### src/rtl/gen_tm_multi.sv
// gen_tm_multi: NCH independent Tce-counted measurement-window generators.
// Build macro GEN_TM_RETRIG_EN lets st restart a running window in place.
module gen_tm_multi #(
   parameter int NCH = 4,
   parameter int LW  = 8
) (
   input  logic              clk,
   input  logic              rst_n,
   input  logic              ce,
   input  logic [NCH-1:0]    st,
   input  logic [NCH-1:0]    abort,
   input  logic [NCH-1:0]    mode,
   input  logic [NCH*LW-1:0] len,
   input  logic [NCH*LW-1:0] gap,
   output logic [NCH-1:0]    Tm,
   output logic [NCH-1:0]    done,
   output logic              busy
);

   typedef enum logic [1:0] {
      S_IDLE,
      S_ARM,
      S_ACTIVE,
      S_GAP
   } state_t;

   state_t         r_state    [NCH];
   state_t         w_state_nx [NCH];
   logic [LW-1:0]  r_cnt      [NCH];
   logic [LW-1:0]  w_cnt_nx   [NCH];
   logic [LW-1:0]  r_len      [NCH];
   logic [LW-1:0]  w_len_nx   [NCH];
   logic [LW-1:0]  r_gap      [NCH];
   logic [LW-1:0]  w_gap_nx   [NCH];
   logic [LW-1:0]  w_len_in   [NCH];
   logic [LW-1:0]  w_gap_in   [NCH];
   logic [NCH-1:0] r_mode;
   logic [NCH-1:0] w_mode_nx;
   logic [NCH-1:0] r_tm;
   logic [NCH-1:0] w_tm_nx;
   logic [NCH-1:0] r_done;
   logic [NCH-1:0] w_done_nx;
   logic           w_busy;

   for (genvar gi = 0; gi < NCH; gi++) begin : g_slice
      assign w_len_in[gi] = len[gi*LW +: LW];
      assign w_gap_in[gi] = gap[gi*LW +: LW];
   end

   always_ff @(posedge clk) begin
      if (!rst_n) begin
         for (int i = 0; i < NCH; i++) begin
            r_state[i] <= S_IDLE;
            r_cnt[i]   <= '0;
            r_len[i]   <= '0;
            r_gap[i]   <= '0;
         end
         r_mode <= '0;
         r_tm   <= '0;
         r_done <= '0;
      end else begin
         for (int i = 0; i < NCH; i++) begin
            r_state[i] <= w_state_nx[i];
            r_cnt[i]   <= w_cnt_nx[i];
            r_len[i]   <= w_len_nx[i];
            r_gap[i]   <= w_gap_nx[i];
         end
         r_mode <= w_mode_nx;
         r_tm   <= w_tm_nx;
         r_done <= w_done_nx;
      end
   end

   always_comb begin
      w_mode_nx = r_mode;
      w_tm_nx   = r_tm;
      w_done_nx = '0;
      for (int i = 0; i < NCH; i++) begin
         w_state_nx[i] = r_state[i];
         w_cnt_nx[i]   = r_cnt[i];
         w_len_nx[i]   = r_len[i];
         w_gap_nx[i]   = r_gap[i];
         if (abort[i]) begin
            w_state_nx[i] = S_IDLE;
            w_cnt_nx[i]   = '0;
            w_tm_nx[i]    = 1'b0;
`ifdef GEN_TM_RETRIG_EN
         end else if (st[i] && (r_state[i] == S_ACTIVE ||
                                r_state[i] == S_GAP)) begin
            w_len_nx[i]  = w_len_in[i];
            w_gap_nx[i]  = w_gap_in[i];
            w_mode_nx[i] = mode[i];
            if (w_len_in[i] == '0) begin
               w_state_nx[i] = S_IDLE;
               w_cnt_nx[i]   = '0;
               w_tm_nx[i]    = 1'b0;
               w_done_nx[i]  = 1'b1;
            end else begin
               w_state_nx[i] = S_ACTIVE;
               w_cnt_nx[i]   = w_len_in[i];
               w_tm_nx[i]    = 1'b1;
            end
`endif
         end else begin
            unique case (r_state[i])
               S_IDLE: begin
                  if (st[i]) begin
                     if (w_len_in[i] == '0) begin
                        w_done_nx[i] = 1'b1;
                     end else begin
                        w_len_nx[i]   = w_len_in[i];
                        w_gap_nx[i]   = w_gap_in[i];
                        w_mode_nx[i]  = mode[i];
                        w_state_nx[i] = S_ARM;
                     end
                  end
               end
               S_ARM: begin
                  if (ce) begin
                     w_state_nx[i] = S_ACTIVE;
                     w_cnt_nx[i]   = r_len[i];
                     w_tm_nx[i]    = 1'b1;
                  end
               end
               S_ACTIVE: begin
                  if (ce) begin
                     if (r_cnt[i] != LW'(1)) begin
                        w_cnt_nx[i] = r_cnt[i] - LW'(1);
                     end else if (!r_mode[i]) begin
                        w_state_nx[i] = S_IDLE;
                        w_cnt_nx[i]   = '0;
                        w_tm_nx[i]    = 1'b0;
                        w_done_nx[i]  = 1'b1;
                     end else if (r_gap[i] != '0) begin
                        w_state_nx[i] = S_GAP;
                        w_cnt_nx[i]   = r_gap[i];
                        w_tm_nx[i]    = 1'b0;
                     end else begin
                        // zero gap: reload without dropping Tm
                        w_cnt_nx[i] = r_len[i];
                     end
                  end
               end
               S_GAP: begin
                  if (ce) begin
                     if (r_cnt[i] != LW'(1)) begin
                        w_cnt_nx[i] = r_cnt[i] - LW'(1);
                     end else begin
                        w_state_nx[i] = S_ACTIVE;
                        w_cnt_nx[i]   = r_len[i];
                        w_tm_nx[i]    = 1'b1;
                     end
                  end
               end
            endcase
         end
      end
   end

   always_comb begin
      w_busy = 1'b0;
      for (int i = 0; i < NCH; i++) begin
         w_busy = w_busy | (r_state[i] != S_IDLE);
      end
   end

   assign Tm   = r_tm;
   assign done = r_done;
   assign busy = w_busy;

endmodule

### config.mk
export PLATFORM = sky130hd
export DESIGN_NAME = gen_tm_multi
export DESIGN_NICKNAME = d
export VERILOG_FILES = /design/src/rtl/gen_tm_multi.sv
export SDC_FILE = /design/constraint.sdc
export NUM_CORES = 1
export LEC_CHECK = 0
export BUFFER_PORTS_ARGS = -buffer_cell sky130_fd_sc_hd__buf_2
export CAP_MARGIN = 20
export CORE_MARGIN = 2
export CORE_UTILIZATION = 30
export CTS_CLUSTER_SIZE = 20
export DETAILED_ROUTE_END_ITERATION = 10
export HOLD_SLACK_MARGIN = 0.02
export SLEW_MARGIN = 20
export SYNTH_ARGS = -nofsm -noshare
export SYNTH_HDL_FRONTEND = slang
export SYNTH_SLANG_ARGS = --single-unit
### constraint.sdc
create_clock -name clk -period 5.56 [get_ports clk]
set_input_delay 0.834 -clock clk [delete_from_list [all_inputs] [get_ports clk]]
set_output_delay 0.834 -clock clk [all_outputs]
set_load 0.05 [all_outputs]
---- Word-level counts from Yosys, hierarchy flattened ----
Memories as Yosys holds them, arrays and structs flattened.
Cells that the tools add are included.
operators by class
  $add $sub $neg .......................... 4
  equal/unequal tests ..................... 40
  multiplexer cells ....................... 183
  bitwise operators ....................... 28
  reductions and logical operators ........ 32
operators with widths
  cell                   number
  $mux W8                76
  $pmux W8 S3            4
  $mux W2                44
  $mux W1                47
  $ne A2 B2 Y1 const B   20
  $logic_not A8 Y1       4
  $ne A8 B1 Y1 const B   4
  $pmux W2 S4            4
  $reduce_bool A8 Y1     4
  $sub A8 B1 Y8 const B  4
  $reduce_and A7 Y1      4
  $or A1 B1 Y1           19
  $eq A2 B2 Y1 const B   8
  $reduce_and A4 Y1      4
  $ne A3 B3 Y1 const B   4
  $pmux W1 S3            4
  $reduce_bool A3 Y1     4
  $not A1 Y1             9
  $eq A2 B1 Y1 const B   4
  $logic_not A2 Y1       4
  $pmux W1 S2            4
  $reduce_bool A2 Y1     4
  $reduce_or A2 Y1       4
storage, ports and cells
  bits in registers ....................... 12
  bits in writable memories ............... 104
  bits of input ports ..................... 79
  output and inout port bits .............. 9
  memories ................................ 4
memories
  memory   words  width  rd ports  clocked after Yosys merged registers in  write ports  RTL line  source
  r_cnt    4      8      4         0                                        4            29        logic [LW-1:0] r_cnt [NCH];
  r_gap    4      8      4         0                                        4            33        logic [LW-1:0] r_gap [NCH];
  r_len    4      8      4         0                                        4            31        logic [LW-1:0] r_len [NCH];
  r_state  4      2      4         0                                        4            27        state_t r_state [NCH];

---- Logic depth before layout (Yosys ltp) ----
Gate-level depths: netlist (run 1).
  depth after elaboration ................. 8
  mapped depth ............................ 9
  depth with buffers taken out ............ 7

---- Worst setup path before layout (run 1) ----
OpenSTA, ideal clock, no wires.
  kind .................................... input-to-reg
  from .................................... input len[25]
  to ...................................... memory r_gap[3][0]
  arrival ................................. 2.241 ns
  required time ........................... 5.444 ns
  setup slack ............................. 3.203 ns
  stages .................................. 7
  buffers on the path ..................... 2
  path through ............................ or4_1 > nor2_1 > nor3_1 > buf_1 > buf_2 > mux2i_1 > nor2b_1
RTL lines
  item             RTL line  source
  start, declared  13        input logic [NCH*LW-1:0] len,
  end, declared    33

==> implementation parameters, run 1 <==
Parameter                              Value

Outcome
  Result of the run ... complete, no violations

Synthesis
  Net count after synthesis ... 851
  Syn avg cell area ... 8.78 µm²
  Post-synthesis cell type with the largest combined area ... sky130_fd_sc_hd__dfxtp_1
  Count of cell types in the netlist ... 66
  Yosys warning count ... 0
  Number of enable flip-flop cells after synthesis ... 0
  Sequential-to-total area share from yosys stat ... 35.5%
  Mapped Cells ... 746
  Synth Cell Area ... 6550 µm²
  Dominant synthesized flop cell ... sky130_fd_sc_hd__dfxtp_1
  Top cell type's share of synthesized area ... 35.5%
  Fraction of registers with async set/reset ... 0%
  FF+latch count, synth ... 116
  Area contributors post-synth ... sky130_fd_sc_hd__dfxtp_1 (35%), sky130_fd_sc_hd__mux2i_1 (10%), sky130_fd_sc_hd__nor2b_1 (7.5%), sky130_fd_sc_hd__ha_1 (5.0%), sky130_fd_sc_hd__o21ai_0 (3.4%)

Finish
  Multi-input logic area ... 4000 µm²
  Number of nets in the final layout ... 928
  Antenna diodes ... 0
  Number of cells in the finished layout apart from fillers ... 1,116
  Share of cells above drive strength 1 ... 17.2%
  Fill count ... 2,211
  Syn-to-layout area delta ... 20.4%
  FF+latch area ... 2320 µm²

Power and ir drop
  Internal Dissipation ... 0.00172 W
  Leak pwr ... 2.91 nW
  Combinational cell fraction of total power ... 11.5%
  Power Dens Cells ... 296 nW/µm²
  Max VDD drop ... 0.000199 V
  Switching Share ... 26.2%
  Clock power frac ... 49.7%
  Sequential fraction of design power ... 38.7%
  Switch Pwr ... 0.000612 W

Job
  Max-cap violations ... 0

Placement
  IO Port Bufs ... 87
  Last weighted congestion value of the routability-driven placer ... 0.870
  Number of placed instances, taps included ... 1,083
  Detailed placer's ending HPWL ... 12,800 µm

Min path
  Worst hold stages ... 2
  Worst min path class ... flip-flop to flip-flop

Timing
  Crit share post-route ... 46.3%
  Actual transition at the worst max-transition pin ... 0.922 ns
  Setup repair after global routing missed its margin ... no
  Final min period ... 2.58 ns
  Final count of pins violating max slew ... 0
  Number of endpoints with negative hold slack in the final report ... 0
  Highest achievable clock rate ... 388 MHz
  Sum of negative setup slack ... 0 ns
  Max-slew headroom at the worst pin ... 38.4%
  Total setup violations reported at the end of the flow ... 0
  Clock skew ... 0.00833 ns

Global routing
  Pin count of the biggest net entering global routing ... 76
  Global route total overflow ... 0
  Antenna violations before repair ... 0
  Overall fraction of global-route tracks in use ... 15.6%
  Number of global-route vias before repair ... 5,474
  Wire length of the first global-routing pass ... 28,400 µm

Detailed routing
  WL final ... 17,500 µm
  Number of search-and-repair iterations in the first detailed-routing pass ... 5
  Residual DRC count ... 0
  Via count of the routed design ... 5,862
  Detailed-route vias per instance ... 5.25
  Number of routed nets with antenna violations ... 0
  Post-DR wirelength/cell ... 15.7 µm
  Violation count after the first detailed-routing iteration ... 468

Setup path
  Crit-path max FO ... 10
  Critical Setup Path Class ... flip-flop to flip-flop
  Setup crit end kind ... flip-flop
  Required time reported for the critical path endpoint ... 5.88 ns
  Depth of the worst register-to-register path ... 7
  Critical Path Source Type ... flip-flop
  Worst endpoint data arrival time ... 2.90 ns

Clock tree
  CTS tree ... yes
  Reg clk slew, reported paths ... 0.05 ns
  Setup Buffers After CTS ... 0
  Post-CTS resize count ... 0
  Cts-stage hold buffer count ... 0
  H-tree lvl count ... 4
  Sinks on Clock Net ... 116
  Insertion delay to the later sink of the worst-skew pair ... 0.42 ns
  Deepest clock path buffer count ... 2
  Clock buffer count from CTS ... 17
  Cell at the root of the clock tree ... sky130_fd_sc_hd__clkbuf_16

Floorplan
  Height of the die ... 152 µm
  Die outline width ... 152 µm
  Initial Util ... 30.3%
  Overall die area ... 23,000 µm²
  Number of standard-cell rows in the floorplan ... 54
  Core area ... 21,600 µm²
  Number of ports placed on the die boundary ... 88
-- placed cells by master (no fill, tap or decap), types with 15 or more instances in the layout --
cell                        instances
sky130_fd_sc_hd__a31oi_1           18
sky130_fd_sc_hd__a21oi_1           26
sky130_fd_sc_hd__nand2_1           55
sky130_fd_sc_hd__nor3_1            15
sky130_fd_sc_hd__buf_2             87
sky130_fd_sc_hd__nor2_1            42
sky130_fd_sc_hd__dfxtp_1          116
sky130_fd_sc_hd__ha_1              26
sky130_fd_sc_hd__nor2b_1           78
sky130_fd_sc_hd__o21ai_0           44
sky130_fd_sc_hd__inv_1             30
sky130_fd_sc_hd__or4_1             15
sky130_fd_sc_hd__mux2i_1           68
sky130_fd_sc_hd__clkbuf_16         17
-- worst max-delay path, stage by stage, from the launching register on --
cell	delay, ns
sky130_fd_sc_hd__dfxtp_1	0.38
sky130_fd_sc_hd__inv_1	0.08
sky130_fd_sc_hd__ha_1	0.34
sky130_fd_sc_hd__nor2_1	0.48
sky130_fd_sc_hd__a21oi_1	0.26
sky130_fd_sc_hd__a2111oi_2	0.59
sky130_fd_sc_hd__o311ai_0	0.23
sky130_fd_sc_hd__o31ai_1	0.11
-- layout make-up --
class / instances / share of cell area, %
Inverter: 30 / 1.43
Tap cell: 280 / 4.44
Clock inverter: 13 / 2.19
Timing Repair Buffer: 92 / 6.05
Multi-Input combinational cell: 566 / 50.7
Sequential cell: 116 / 29.5
Clock buffer: 19 / 5.75
-- Yosys cell counts, types with 4 or more instances --
library cell and instances:
sky130_fd_sc_hd__dfxtp_1 116, sky130_fd_sc_hd__nor2_1 42, sky130_fd_sc_hd__o21bai_1 4, sky130_fd_sc_hd__xnor2_1 4
sky130_fd_sc_hd__buf_2 5, sky130_fd_sc_hd__and2_1 8, sky130_fd_sc_hd__a221oi_1 10, sky130_fd_sc_hd__or4_1 15
sky130_fd_sc_hd__nand2_1 55, sky130_fd_sc_hd__nand2b_1 7, sky130_fd_sc_hd__o31ai_1 6, sky130_fd_sc_hd__a211oi_1 13
sky130_fd_sc_hd__o21ai_0 44, sky130_fd_sc_hd__nor4_1 14, sky130_fd_sc_hd__a22o_1 5, sky130_fd_sc_hd__a221o_1 4
sky130_fd_sc_hd__nor3_1 16, sky130_fd_sc_hd__nor3b_1 8, sky130_fd_sc_hd__clkbuf_1 26, sky130_fd_sc_hd__o311ai_0 7
sky130_fd_sc_hd__o221ai_1 6, sky130_fd_sc_hd__inv_1 30, sky130_fd_sc_hd__xor2_1 5, sky130_fd_sc_hd__nor2b_1 78
sky130_fd_sc_hd__a32oi_1 7, sky130_fd_sc_hd__mux2i_1 68, sky130_fd_sc_hd__a31oi_1 18, sky130_fd_sc_hd__a21oi_1 26
sky130_fd_sc_hd__nand3_1 10, sky130_fd_sc_hd__ha_1 26, sky130_fd_sc_hd__o22ai_1 4
-- cell families (layout without fill, tap and decap cells) --
group                      after synthesis  in the layout  synth area share [%]
DFF                                    116            116                  35.5
xor gates and xnor gates                 9              9                  1.20
AOI/OAI and AO/OA                      191            191                  20.8
and+or+nand+nor                        272            272                  23.4
muxes                                   68             68                  10.4
buffers and inverters                   64            154                  3.77
adders and majority gates               26             26                  4.97
-- per-stage QoR --
step	cell area [µm²]	total power, W	util, %	setup slack (ns)	hold WS [ns]
floorplan	6550	0.00110	-	3.20	0.434
global placement	7250	0.00119	33.5	2.76	0.465
global route	7880	0.00244	36.5	2.70	0.501
detailed placement	7250	0.00119	33.5	2.74	0.468
finish	7880	0.00234	36.5	2.98	0.475
CTS	7870	0.00236	36.4	3.03	0.477
-- registers in the layout, indices dropped and copies added, names as in the netlist --
name / flops
done: 4
r_gap: 32
Tm: 4
r_cnt: 32
r_len: 32
r_state: 8
r_mode: 4
-- final timing paths --
check,from,end,slack [ns]
worst max-delay path,r_state[0][0],r_state[0][1],2.98
worst min-delay path,r_len[1][1],r_cnt[1][1],0.48
worst max register to register,r_state[0][0],r_state[0][1],2.98
worst min register to register,r_len[1][1],r_cnt[1][1],0.48
-- power groups by stage --
stage / registers [W] / logic [W] / clock network (W)
5_1_grt: 0.000909 / 0.000299 / 0.00123
4_1_cts: 0.000904 / 0.000270 / 0.00119
2_1_floorplan: 0.000911 / 0.000191 / 0
6_report: 0.000905 / 0.000270 / 0.00116
3_5_place_dp: 0.000921 / 0.000269 / 0
3_3_place_gp: 0.000921 / 0.000267 / 0
-- per-layer routing --
| layer | vias up | part of all wire, % | global-route usage [%] |
|---|---|---|---|
| li1 | 2928 | - | - |
| met1 | 2714 | 48 | 21.5 |
| met2 | 195 | 44 | 23.5 |
| met3 | 25 | 5.8 | 4.34 |
| met4 | 0 | 1.7 | 5.05 |
| met5 | - | 0 | 0 |
No activity file was read; power rests on OpenSTA's default activity.
==> run 2: changes to the inputs <==
Clock period 5.56 ns to 2.4 ns, I/O delays scaled along.
==> implementation parameters, run 2 (synthesized netlist as in run 1, its figures left out) <==
Parameter                              Value

Outcome
  Result of the run ... complete, no violations (unchanged)

Timing
  Post-layout worst setup margin ... 0.211 ns (was 2.98 ns)
  Total setup violations reported at the end of the flow ... 0 (unchanged)
  Actual transition at the worst max-transition pin ... 0.827 ns (was 0.922 ns)
  Final count of pins violating max slew ... 0 (unchanged)
  Setup repair after global routing missed its margin ... no (unchanged)
  Number of endpoints with negative hold slack in the final report ... 0 (unchanged)
  Crit share post-route ... 91.2% (was 46.3%)
  Highest achievable clock rate ... 457 MHz (was 388 MHz)
  Final min period ... 2.19 ns (was 2.58 ns)
  Max-slew headroom at the worst pin ... 44.3% (was 38.4%)
  Clock skew ... 0.00864 ns (was 0.00833 ns)
  Sum of negative setup slack ... 0 ns (unchanged)

Placement
  IO Port Bufs ... 87 (unchanged)
  Pre-CTS setup slack ... 0.208 ns (was 2.74 ns)
  Detailed placer's ending HPWL ... 13,500 µm (was 12,800 µm)
  Last weighted congestion value of the routability-driven placer ... 0.892 (was 0.870)

Clock tree
  Insertion delay to the later sink of the worst-skew pair ... 0.42 ns (about the same)
  Sinks on Clock Net ... 116 (unchanged)
  H-tree lvl count ... 4 (unchanged)
  Cts-stage hold buffer count ... 0 (unchanged)
  Setup Buffers After CTS ... 0 (unchanged)
  Reg clk slew, reported paths ... 0.06 ns (was 0.05 ns)
  Cell at the root of the clock tree ... sky130_fd_sc_hd__clkbuf_16 (unchanged)
  CTS tree ... yes (unchanged)
  Clock buffer count from CTS ... 17 (unchanged)
  Post-CTS resize count ... 0 (unchanged)
  Deepest clock path buffer count ... 2 (unchanged)

Power and ir drop
  Combinational cell fraction of total power ... 12.1% (was 11.5%)
  Switching Share ... 25.2% (was 26.2%)
  Power Dens Cells ... 670 nW/µm² (was 296 nW/µm²)
  Internal Dissipation ... 0.00404 W (was 0.00172 W)
  Max VDD drop ... 0.000473 V (was 0.000199 V)
  Sequential fraction of design power ... 38.8% (was 38.7%)
  Leak pwr ... 3.03 nW (was 2.91 nW)
  Switch Pwr ... 0.00136 W (was 0.000612 W)
  Clock power frac ... 49.1% (was 49.7%)

Min path
  Worst hold stages ... 3 (was 2)
  Min-Delay Endpoint ... r_gap[3][3] (was r_cnt[1][1])
  Startpoint of the worst hold path ... gap[27] (was r_len[1][1])
  Worst min path class ... primary input to flip-flop (was flip-flop to flip-flop)

Floorplan
  Overall die area ... 23,000 µm² (unchanged)
  Core area ... 21,600 µm² (unchanged)
  Number of ports placed on the die boundary ... 88 (unchanged)
  Height of the die ... 152 µm (unchanged)
  Initial Util ... 30.3% (unchanged)
  Die outline width ... 152 µm (unchanged)
  Number of standard-cell rows in the floorplan ... 54 (unchanged)

Finish
  Antenna diodes ... 0 (unchanged)
  Registers with the most flip-flops ... r_cnt x32, r_gap x32, r_len x32 (unchanged)
  Share of cells above drive strength 1 ... 19.3% (was 17.2%)
  Number of nets in the final layout ... 953 (was 928)
  Most common library cell in the layout ignoring fill and taps ... sky130_fd_sc_hd__dfxtp_1 (unchanged)
  Commonest non-fill, non-tap cells in the layout ... sky130_fd_sc_hd__dfxtp_1 (116), sky130_fd_sc_hd__buf_2 (87), sky130_fd_sc_hd__nor2b_1 (78) (unchanged)
  Syn-to-layout area delta ... 23.1% (was 20.4%)

Setup path
  Launching instance or port of the critical path ... r_state[1][0] (was r_state[0][0])
  Worst endpoint data arrival time ... 2.52 ns (was 2.90 ns)
  Required time reported for the critical path endpoint ... 2.74 ns (was 5.88 ns)
  Crit-path max FO ... 9 (was 10)
  Largest incremental delay on the critical path ... 0.50 ns (was 0.59 ns)
  Crit-path cells ... inv_1 -> ha_1 -> nor2_1 -> a21oi_1 -> a2111oi_2 -> o311ai_0 -> o31ai_1 (unchanged)
  Critical Path Source Type ... flip-flop (unchanged)
  Critical Setup Path Class ... flip-flop to flip-flop (unchanged)
  Endpoint of the worst-slack reg-to-reg timing path ... r_state[1][1] (was r_state[0][1])
  Depth of the worst register-to-register path ... 7 (unchanged)
  Cell type of the slowest stage on the worst timing path ... sky130_fd_sc_hd__a2111oi_2 (unchanged)
  Register-to-register path setup slack ... 0.21 ns (was 2.98 ns)
  Launch instance of the worst register-to-register path ... r_state[1][0] (was r_state[0][0])
  Setup crit end kind ... flip-flop (unchanged)

Detailed routing
  Residual DRC count ... 0 (unchanged)
  Post-DR wirelength/cell ... 15.9 µm (was 15.7 µm)
  Highest metal used ... met4 (unchanged)
  Violation count after the first detailed-routing iteration ... 578 (was 468)
  Detailed-routed wire length on met2 ... 8020 µm (was 7730 µm)
  Number of search-and-repair iterations in the first detailed-routing pass ... 5 (unchanged)
  Number of routed nets with antenna violations ... 0 (unchanged)
  Routed length on met1 ... 8820 µm (was 8450 µm)
  WL final ... 18,100 µm (was 17,500 µm)
  Detailed-route vias per instance ... 5.25 (about the same)
  Routed met3 length ... 972 µm (was 1010 µm)
  Via count of the routed design ... 5,989 (was 5,862)

Global routing
  Pin count of the biggest net entering global routing ... 32 (was 76)
  Overall fraction of global-route tracks in use ... 16.0% (was 15.6%)
  Wire length of the first global-routing pass ... 28,800 µm (was 28,400 µm)
  Global route total overflow ... 0 (unchanged)
  Antenna violations before repair ... 0 (unchanged)
  Number of global-route vias before repair ... 5,496 (was 5,474)

Job
  Max-cap violations ... 0 (unchanged)
run 2: power by group through the flow:
stage               clock network [W]  logic [W]  registers (W)
global route                  0.00279   0.000721        0.00211
floorplan                           0   0.000443        0.00211
finish                        0.00265   0.000652        0.00210
detailed placement                  0   0.000648        0.00213
global placement                    0   0.000646        0.00213
CTS                           0.00270   0.000652        0.00209
run 2: stage by stage:
stage                     cells  power [W]  hold slack (ns)  utilization [%]  cell area [µm²]
final                      1140    0.00540            0.194             37.3             8060
after global routing       1140    0.00561            0.191             37.3             8060
after CTS                  1139    0.00545            0.178             37.2             8050
after detailed placement   1108    0.00278            0.458             34.4             7430
after global placement     1108    0.00278            0.457             34.4             7430
after floorplan             746    0.00255            0.434                -             6550
run 2: worst max-delay path: cells and delay by family, from the launching register on:
family | cells | cell delay (ns)
AO/OA/AOI/OAI | 4 | 0.95
flip-flops | 1 | 0.38
AND/OR/NAND/NOR | 1 | 0.38
adder cells (fa/ha/maj) | 1 | 0.30
buffers and inverters | 1 | 0.10
run 2: metal layers:
metal | track usage, % | vias to the layer above
met1 | 22.1 | 2792
met3 | 3.86 | 27
met5 | 0 | -
met4 | 5.51 | 0
li1 | - | 2974
met2 | 24.2 | 196
run 2: area by class of cell:
cell class	instances	area, µm²
sequential	116	2320
timing repair buffer	117	664
multi-input combinational	566	4000
inverter	30	113
fill	2233	13600
clock buffer	23	488
tap	280	350
clock inverter	8	124
run 2: how the worst max path moves through the flow:
stage | end | slack (ns) | depth (start not counted)
4_1_cts | Tm[1] | 0.20 | 8
5_1_grt | Tm[1] | 0.02 | 8
2_1_floorplan | r_state[0][1] | 0.33 | 8
3_5_place_dp | Tm[1] | 0.21 | 8
6_report | r_state[1][1] | 0.21 | 7
3_3_place_gp | Tm[1] | 0.28 | 8
